==> config.mk <==
export PLATFORM = sky130hd
export DESIGN_NAME = freq_ramp_ctrl
export DESIGN_NICKNAME = d
export VERILOG_FILES = /design/src/rtl/freq_ramp_ctrl_pkg.sv /design/src/rtl/ramp_step_timer.sv /design/src/rtl/freq_ramp_ctrl.sv
export SDC_FILE = /design/constraint.sdc
export NUM_CORES = 1
export LEC_CHECK = 0
export ABC_AREA = 1
export BUFFER_PORTS_ARGS = -buffer_cell sky130_fd_sc_hd__buf_2
export CORE_AREA = 2 2 81 83
export CTS_CLUSTER_DIAMETER = 100
export DETAILED_ROUTE_END_ITERATION = 16
export DIE_AREA = 0 0 83 85
export PLACE_DENSITY = 0.67
export SLEW_MARGIN = 20
export SYNTH_ARGS = -nofsm -noshare
export SYNTH_HDL_FRONTEND = slang
export SYNTH_SLANG_ARGS = --single-unit
==> constraint.sdc <==
create_clock -name clk -period 7 [get_ports clk]
set_input_delay 2.1 -clock clk [delete_from_list [all_inputs] [get_ports clk]]
set_output_delay 2.1 -clock clk [all_outputs]
set_load 0.03 [all_outputs]
==> src/rtl/freq_ramp_ctrl_pkg.sv <==
// Shared definitions for the motor frequency ramp controller and the divider
// it feeds: FSM state encoding and the default top frequency code.
package freq_ramp_ctrl_pkg;

  // Highest legal code (50 Hz); the divider sizes its tables from this too.
  localparam int CODE_MAX_DEFAULT = 49;

  typedef enum logic [2:0] {
    ST_IDLE      = 3'd0,
    ST_RAMP_UP   = 3'd1,
    ST_RAMP_DOWN = 3'd2,
    ST_HOLD      = 3'd3,
    ST_STOPPING  = 3'd4
  } state_t;

  // States in which the applied code is still moving and steps are timed.
  function automatic logic is_stepping(input state_t s);
    return (s == ST_RAMP_UP) || (s == ST_RAMP_DOWN) || (s == ST_STOPPING);
  endfunction

endpackage

==> src/rtl/ramp_step_timer.sv <==
// Ramp-rate prescaler: earns one step credit every STEP_DIV enabled cycles and
// releases it only on a divider period boundary.
module ramp_step_timer #(
  parameter int STEP_DIV = 50000,
  parameter int STEP_W   = 16
) (
  input  logic clk,
  input  logic rst_n,
  input  logic en,
  input  logic period_end,
  output logic step
);

  localparam logic [STEP_W-1:0] LAST = STEP_W'(STEP_DIV - 1);

  logic [STEP_W-1:0] prescaler;
  logic              step_due;
  logic              wrap;

  assign wrap = en && (prescaler == LAST);
  assign step = en && step_due && period_end;

  // NOTE: non-blocking assignments so every register samples pre-edge values,
  // independent of the order the always_ff blocks are evaluated in.
  always_ff @(posedge clk or negedge rst_n) begin
    if (!rst_n) begin
      prescaler <= '0;
    end else if (!en || wrap) begin
      prescaler <= '0;
    end else begin
      prescaler <= prescaler + STEP_W'(1);
    end
  end

  // A single pending credit: further wraps while it waits are dropped, and
  // consuming it takes precedence over a coincident wrap.
  always_ff @(posedge clk or negedge rst_n) begin
    if (!rst_n) begin
      step_due <= 1'b0;
    end else if (step) begin
      step_due <= 1'b0;
    end else if (wrap) begin
      step_due <= 1'b1;
    end
  end

endmodule

==> src/rtl/freq_ramp_ctrl.sv <==
// Frequency-code sequencer for the motor-drive divider: ramps the applied code
// one step at a time toward the requested target, or down to zero on stop.
module freq_ramp_ctrl
  import freq_ramp_ctrl_pkg::*;
#(
  parameter int CODE_W   = 8,
  parameter int CODE_MAX = CODE_MAX_DEFAULT,
  parameter int STEP_DIV = 50000,
  parameter int STEP_W   = 16
) (
  input  logic              clk,
  input  logic              rst_n,
  input  logic              run,
  input  logic [CODE_W-1:0] tgt_code,
  input  logic              tgt_valid,
  output logic              tgt_ready,
  input  logic              period_end,
  output logic [CODE_W-1:0] freq_code,
  output logic              drive_en,
  output logic              at_speed,
  output logic              busy
);

  localparam logic [CODE_W-1:0] CODE_TOP = CODE_W'(CODE_MAX);

  state_t            state;
  state_t            state_next;
  logic [CODE_W-1:0] target;
  logic [CODE_W-1:0] target_in;
  logic [CODE_W-1:0] code_next;
  logic              drive_next;
  logic              at_speed_next;
  logic              busy_next;
  logic              timer_en;
  logic              step;
  logic              accept;
  logic              inc;
  logic              dec;

  assign tgt_ready = (state != ST_STOPPING);
  assign accept    = tgt_valid && tgt_ready;
  assign target_in = (tgt_code > CODE_TOP) ? CODE_TOP : tgt_code;
  assign timer_en  = is_stepping(state);

  ramp_step_timer #(
    .STEP_DIV (STEP_DIV),
    .STEP_W   (STEP_W)
  ) u_step_timer (
    .clk        (clk),
    .rst_n      (rst_n),
    .en         (timer_en),
    .period_end (period_end),
    .step       (step)
  );

  always_ff @(posedge clk or negedge rst_n) begin
    if (!rst_n) begin
      state     <= ST_IDLE;
      freq_code <= '0;
      target    <= '0;
      drive_en  <= 1'b0;
      at_speed  <= 1'b0;
      busy      <= 1'b0;
    end else begin
      state     <= state_next;
      freq_code <= code_next;
      drive_en  <= drive_next;
      at_speed  <= at_speed_next;
      busy      <= busy_next;
      if (accept) begin
        target <= target_in;
      end
    end
  end

  // Dropping run outranks any target-driven change of direction.
  always_comb begin
    // NOTE: default assignment first so every path drives the signal and no
    // latch is inferred.
    state_next = state;
    case (state)
      ST_IDLE: begin
        if (run) state_next = ST_RAMP_UP;
      end
      ST_RAMP_UP: begin
        if (!run)                    state_next = ST_STOPPING;
        else if (freq_code == target) state_next = ST_HOLD;
        else if (target < freq_code)  state_next = ST_RAMP_DOWN;
      end
      ST_RAMP_DOWN: begin
        if (!run)                    state_next = ST_STOPPING;
        else if (freq_code == target) state_next = ST_HOLD;
        else if (target > freq_code)  state_next = ST_RAMP_UP;
      end
      ST_HOLD: begin
        if (!run)                    state_next = ST_STOPPING;
        else if (target > freq_code) state_next = ST_RAMP_UP;
        else if (target < freq_code) state_next = ST_RAMP_DOWN;
      end
      ST_STOPPING: begin
        if (run)                             state_next = (target < freq_code) ? ST_RAMP_DOWN : ST_RAMP_UP;
        else if (step && freq_code == '0)    state_next = ST_IDLE;
      end
      default: state_next = ST_IDLE;
    endcase
  end

  // A step only moves the code while the FSM stays in the same moving state,
  // so leaving a ramp (reached target, reversal, stop) never also steps.
  always_comb begin
    inc = step && (state == ST_RAMP_UP) && (state_next == ST_RAMP_UP)
        && (freq_code < CODE_TOP);
    dec = step && (freq_code != '0)
        && (((state == ST_RAMP_DOWN) && (state_next == ST_RAMP_DOWN))
         || ((state == ST_STOPPING)  && (state_next == ST_STOPPING)));
    code_next = freq_code;
    if (inc) begin
      code_next = freq_code + CODE_W'(1);
    end else if (dec) begin
      code_next = freq_code - CODE_W'(1);
    end
    drive_next    = (state_next != ST_IDLE);
    at_speed_next = (state_next == ST_HOLD);
    busy_next     = is_stepping(state_next);
  end

endmodule

==> impl_results.rst <==
.. list-table::
   :header-rows: 1

   * - Metric
     - Value
   * - Number of antenna repair diodes
     - 0
   * - Worst Tran Pin Value
     - roughly 0.87 ns
   * - Cts-stage hold buffer count
     - 0
   * - Part of the Yosys area used for sequential elements
     - 0.411
   * - Hold path startpoint
     - u_step_timer.prescaler[0]
   * - Dpl ws
     - 2.34 ns
   * - Top fanout value on the critical path
     - 9
   * - Post-detailed-routing wire length
     - ~4.8 mm
   * - Residual DRC
     - 0
   * - Min-Delay Path Depth
     - 1
   * - Clock transition at the registers of the reported paths
     - 0.08 ns
   * - Port Buffers
     - 24
   * - Total number of nets in the final design
     - 360
   * - Total vias in the final route
     - about 2k
   * - Result of the run
     - finished clean
   * - Leakage power
     - 1.38 nW
   * - Number of register bits inferred by synthesis
     - 39
   * - Area of the die
     - between 7000 and 8000 sq um
   * - Worst setup slack for register-to-register paths
     - ~3.4 ns
   * - Area growth, synth to finish
     - 12.2%
   * - First-pass detailed-route iteration total
     - 4
   * - Via count of the first global-routing pass
     - 1954
   * - Post-CTS setup-driven buffer insertion count
     - 0
   * - Synthesized area divided by synthesized cell count
     - a little under 8 sq um
   * - Capture instance of the worst register-to-register path
     - freq_code[7]
   * - Number of warnings issued by yosys
     - 0
   * - Class of the most critical hold timing path
     - reg2reg
   * - Sum of negative setup slack
     - 0 ns
   * - Final hold violation count
     - 0
   * - Number of buffers created by CTS
     - 5
   * - Count of clock tree sinks
     - 39
   * - Total non-filler cell area in the finished layout
     - 2670 sq um
   * - R2r startpoint
     - freq_code[7]
   * - Placed Instance Area
     - around 2600 sq um
   * - H-tree depth reported by CTS
     - 2
   * - Maximum number of pins on one net before global-route repair
     - 40
   * - Antenna violations before repair
     - 0
   * - Worst Reg2Reg Path Length in Cells
     - 23
   * - Number of rows created at floorplan
     - 29
   * - Worst path required time
     - ~7.2 ns
   * - Number of routed nets with antenna violations
     - 0
   * - Effective utilization at floorplan
     - 0.383
   * - Power density over the cells
     - about 210 nW/um^2
   * - Iteration-0 DRC count of the detailed router
     - 53
   * - Worst path setup slack after routing
     - ~2.7 ns
   * - Kind of critical path
     - in2reg
   * - Routed wire per std cell
     - ~12 um
   * - Endpoint of the worst hold-timing path
     - u_step_timer.prescaler[0]
   * - Fmax
     - roughly 0.23 GHz
   * - Overall die width
     - approximately 83 um
   * - Placer congestion estimate
     - between 0.8 and 0.9
   * - Critical path endpoint category
     - flip-flop
   * - Final core utilization
     - 0.430
   * - Min cycle time layout
     - 4.34 ns
   * - Number of I/O pins
     - 25
   * - Clock root cell
     - sky130_fd_sc_hd__clkbuf_8
   * - Post-synthesis cell type count
     - 32
   * - Max-cap violation count
     - 0
   * - Number of cells produced by synthesis
     - around 300
   * - Wire length of the first global-routing pass
     - ~8.6 mm
   * - Total Routing Usage GR
     - 0.149
   * - Routed vias/inst
     - about 4.9
   * - WP data arrival
     - approximately 4.5 ns
   * - TritonCTS clock tree
     - yes
   * - Final Skew
     - 0.00418 ns
   * - Setup crit start kind
     - input pin
   * - Worst ir drop on vdd
     - 114 uV
   * - Longest Clk Path Bufs
     - 2
   * - Final HPWL from detailed placement
     - approximately 3.6 mm
   * - Number of endpoints failing setup at the final stage
     - 0
   * - Synthesized cell area
     - about 2400 sq um
   * - Max Transition Viols Final
     - 0
   * - Core area
     - 6200 sq um
   * - Share of final-layout standard cells stronger than drive strength 1
     - 0.157
   * - Slew margin rel.
     - 0.422
   * - Post-route fraction of the period consumed by the critical path
     - 0.619
   * - GR Overflow Total
     - 0
   * - Total nets after synthesis
     - between 300 and 400
   * - Clock latency at the later pin of the worst-skew pair
     - 0.29 ns
   * - Die Y
     - 85 um
   * - Number of gates given a new drive strength after cts
     - 0
   * - Min Hold Slack
     - about 0.46 ns
   * - Setup repair after global routing missed its margin
     - false
## stage by stage
stage	cells	total power [mW]
after floorplan	302	0.367
after global routing	409	0.592
final	409	0.550
after CTS	409	0.559
after detailed placement	401	0.401
after global placement	401	0.400
## layout make-up
cell class              instances  area [sq um]
fillers                       627          3540
clock inverters                 3          20.0
clock buffers                   5          68.8
flip-flops and latches         39           976
well taps                      77          96.3
inverters                      44           165
repair buffers                 24           120
multi-input cells             217          1220
## cells by family (layout without fill, tap and decap cells)
| logic type | count (synthesis) | count (layout) | share of synthesized area |
|---|---|---|---|
| fa+ha+maj | 16 | 16 | 0.0875 |
| buf+inv | 46 | 76 | 0.0759 |
| simple gates | 162 | 162 | 0.320 |
| xor+xnor | 6 | 6 | 0.0221 |
| flops | 39 | 39 | 0.411 |
| compound gates | 33 | 33 | 0.0832 |
## worst max-delay path by stage
stage | start | end | slack (ns) | cells after the start
4_1_cts | run | freq_code[7] | 2.67 | 20
6_report | run | freq_code[7] | 2.66 | 20
3_5_place_dp | run | freq_code[7] | 2.34 | 20
3_3_place_gp | run | freq_code[7] | 2.46 | 20
5_1_grt | period_end | freq_code[7] | 2.32 | 23
2_1_floorplan | period_end | freq_code[7] | 2.75 | 22
## where the power goes
part	switching (mW)	internal [mW]	total, mW
sequential	0.0148	0.243	0.258
combinational	0.0958	0.0409	0.137
clock	0.0856	0.0694	0.155
total	0.196	0.354	0.550
## layer usage
metal / wire length, um / global-route usage
met5: 0 / 0
met2: 2190 / 0.252
met1: 2300 / 0.184
met4: 114 / 0.0641
met3: 151 / 0.0331
## layout by cell type (no fill, tap or decap), types with 2 or more instances in the layout
master and count:
sky130_fd_sc_hd__inv_1 39, sky130_fd_sc_hd__nand3_1 23, sky130_fd_sc_hd__clkinvlp_4 2, sky130_fd_sc_hd__nor3_1 8, sky130_fd_sc_hd__clkbuf_8 5, sky130_fd_sc_hd__inv_2 4, sky130_fd_sc_hd__nand2_1 71, sky130_fd_sc_hd__o21ai_0 3
sky130_fd_sc_hd__nand2_2 5, sky130_fd_sc_hd__nand2_4 2, sky130_fd_sc_hd__nand3_2 3, sky130_fd_sc_hd__a22oi_1 2, sky130_fd_sc_hd__dfrtp_1 39, sky130_fd_sc_hd__a21oi_1 16, sky130_fd_sc_hd__o21bai_1 2, sky130_fd_sc_hd__nor2_1 30
sky130_fd_sc_hd__xor2_1 6, sky130_fd_sc_hd__o21a_1 4, sky130_fd_sc_hd__buf_2 24, sky130_fd_sc_hd__nor2_2 4, sky130_fd_sc_hd__nor3b_1 5, sky130_fd_sc_hd__nand4_1 6, sky130_fd_sc_hd__ha_1 15, sky130_fd_sc_hd__a31oi_1 4
## synth_stat cells
library cell,instances,area (sq um)
sky130_fd_sc_hd__o21ai_0,3,15.0
sky130_fd_sc_hd__clkinv_1,1,3.75
sky130_fd_sc_hd__and3_1,1,6.26
sky130_fd_sc_hd__nor2_2,4,25.0
sky130_fd_sc_hd__nor2_1,30,113
sky130_fd_sc_hd__nand2_2,5,31.3
sky130_fd_sc_hd__ha_1,15,188
sky130_fd_sc_hd__nor3b_1,5,37.5
sky130_fd_sc_hd__a21oi_1,16,80.1
sky130_fd_sc_hd__nand3_2,3,30.0
sky130_fd_sc_hd__o311a_1,1,10.0
sky130_fd_sc_hd__nor2_4,1,11.3
sky130_fd_sc_hd__nand2_1,71,267
sky130_fd_sc_hd__nor2b_1,1,6.26
sky130_fd_sc_hd__a22oi_1,2,15.0
sky130_fd_sc_hd__xor2_1,6,52.6
sky130_fd_sc_hd__nand2_4,2,22.5
sky130_fd_sc_hd__inv_1,39,146
sky130_fd_sc_hd__inv_2,4,15.0
sky130_fd_sc_hd__nor3_1,8,40.0
sky130_fd_sc_hd__nand3_1,23,115
sky130_fd_sc_hd__fa_1,1,20.0
sky130_fd_sc_hd__clkbuf_1,1,3.75
sky130_fd_sc_hd__a21o_1,1,7.51
sky130_fd_sc_hd__a31oi_1,4,25.0
sky130_fd_sc_hd__nand4_1,6,37.5
sky130_fd_sc_hd__nor4_1,1,6.26
sky130_fd_sc_hd__o21a_1,4,30.0
sky130_fd_sc_hd__o21bai_1,2,15.0
sky130_fd_sc_hd__buf_6,1,11.3
sky130_fd_sc_hd__nor4_2,1,12.5
sky130_fd_sc_hd__dfrtp_1,39,976
## flip-flops by register name (all words and copies together), names as in the netlist
register                count
busy                        1
freq_code                   8
drive_en                    1
u_step_timer.prescaler     16
u_step_timer.step_due       1
target                      8
at_speed                    1
state                       3
## critical path, cell delays in order
cell and delay, ns:
sky130_fd_sc_hd__buf_2 0.13, sky130_fd_sc_hd__a21oi_1 0.14, sky130_fd_sc_hd__o21ai_0 0.08, sky130_fd_sc_hd__nand2_1 0.06, sky130_fd_sc_hd__nand2_1 0.09, sky130_fd_sc_hd__inv_1 0.12
sky130_fd_sc_hd__nand3_1 0.32, sky130_fd_sc_hd__ha_1 0.46, sky130_fd_sc_hd__a21oi_1 0.14, sky130_fd_sc_hd__nand2_1 0.09, sky130_fd_sc_hd__a21oi_1 0.14, sky130_fd_sc_hd__o21bai_1 0.10
sky130_fd_sc_hd__nand2_1 0.07, sky130_fd_sc_hd__nand2_1 0.04, sky130_fd_sc_hd__a21oi_1 0.16, sky130_fd_sc_hd__inv_1 0.06, sky130_fd_sc_hd__nand2_1 0.06, sky130_fd_sc_hd__nand2_1 0.04
sky130_fd_sc_hd__nand2_1 0.06, sky130_fd_sc_hd__nand2_1 0.04
Note: power is estimated with default switching activity, not from simulation.
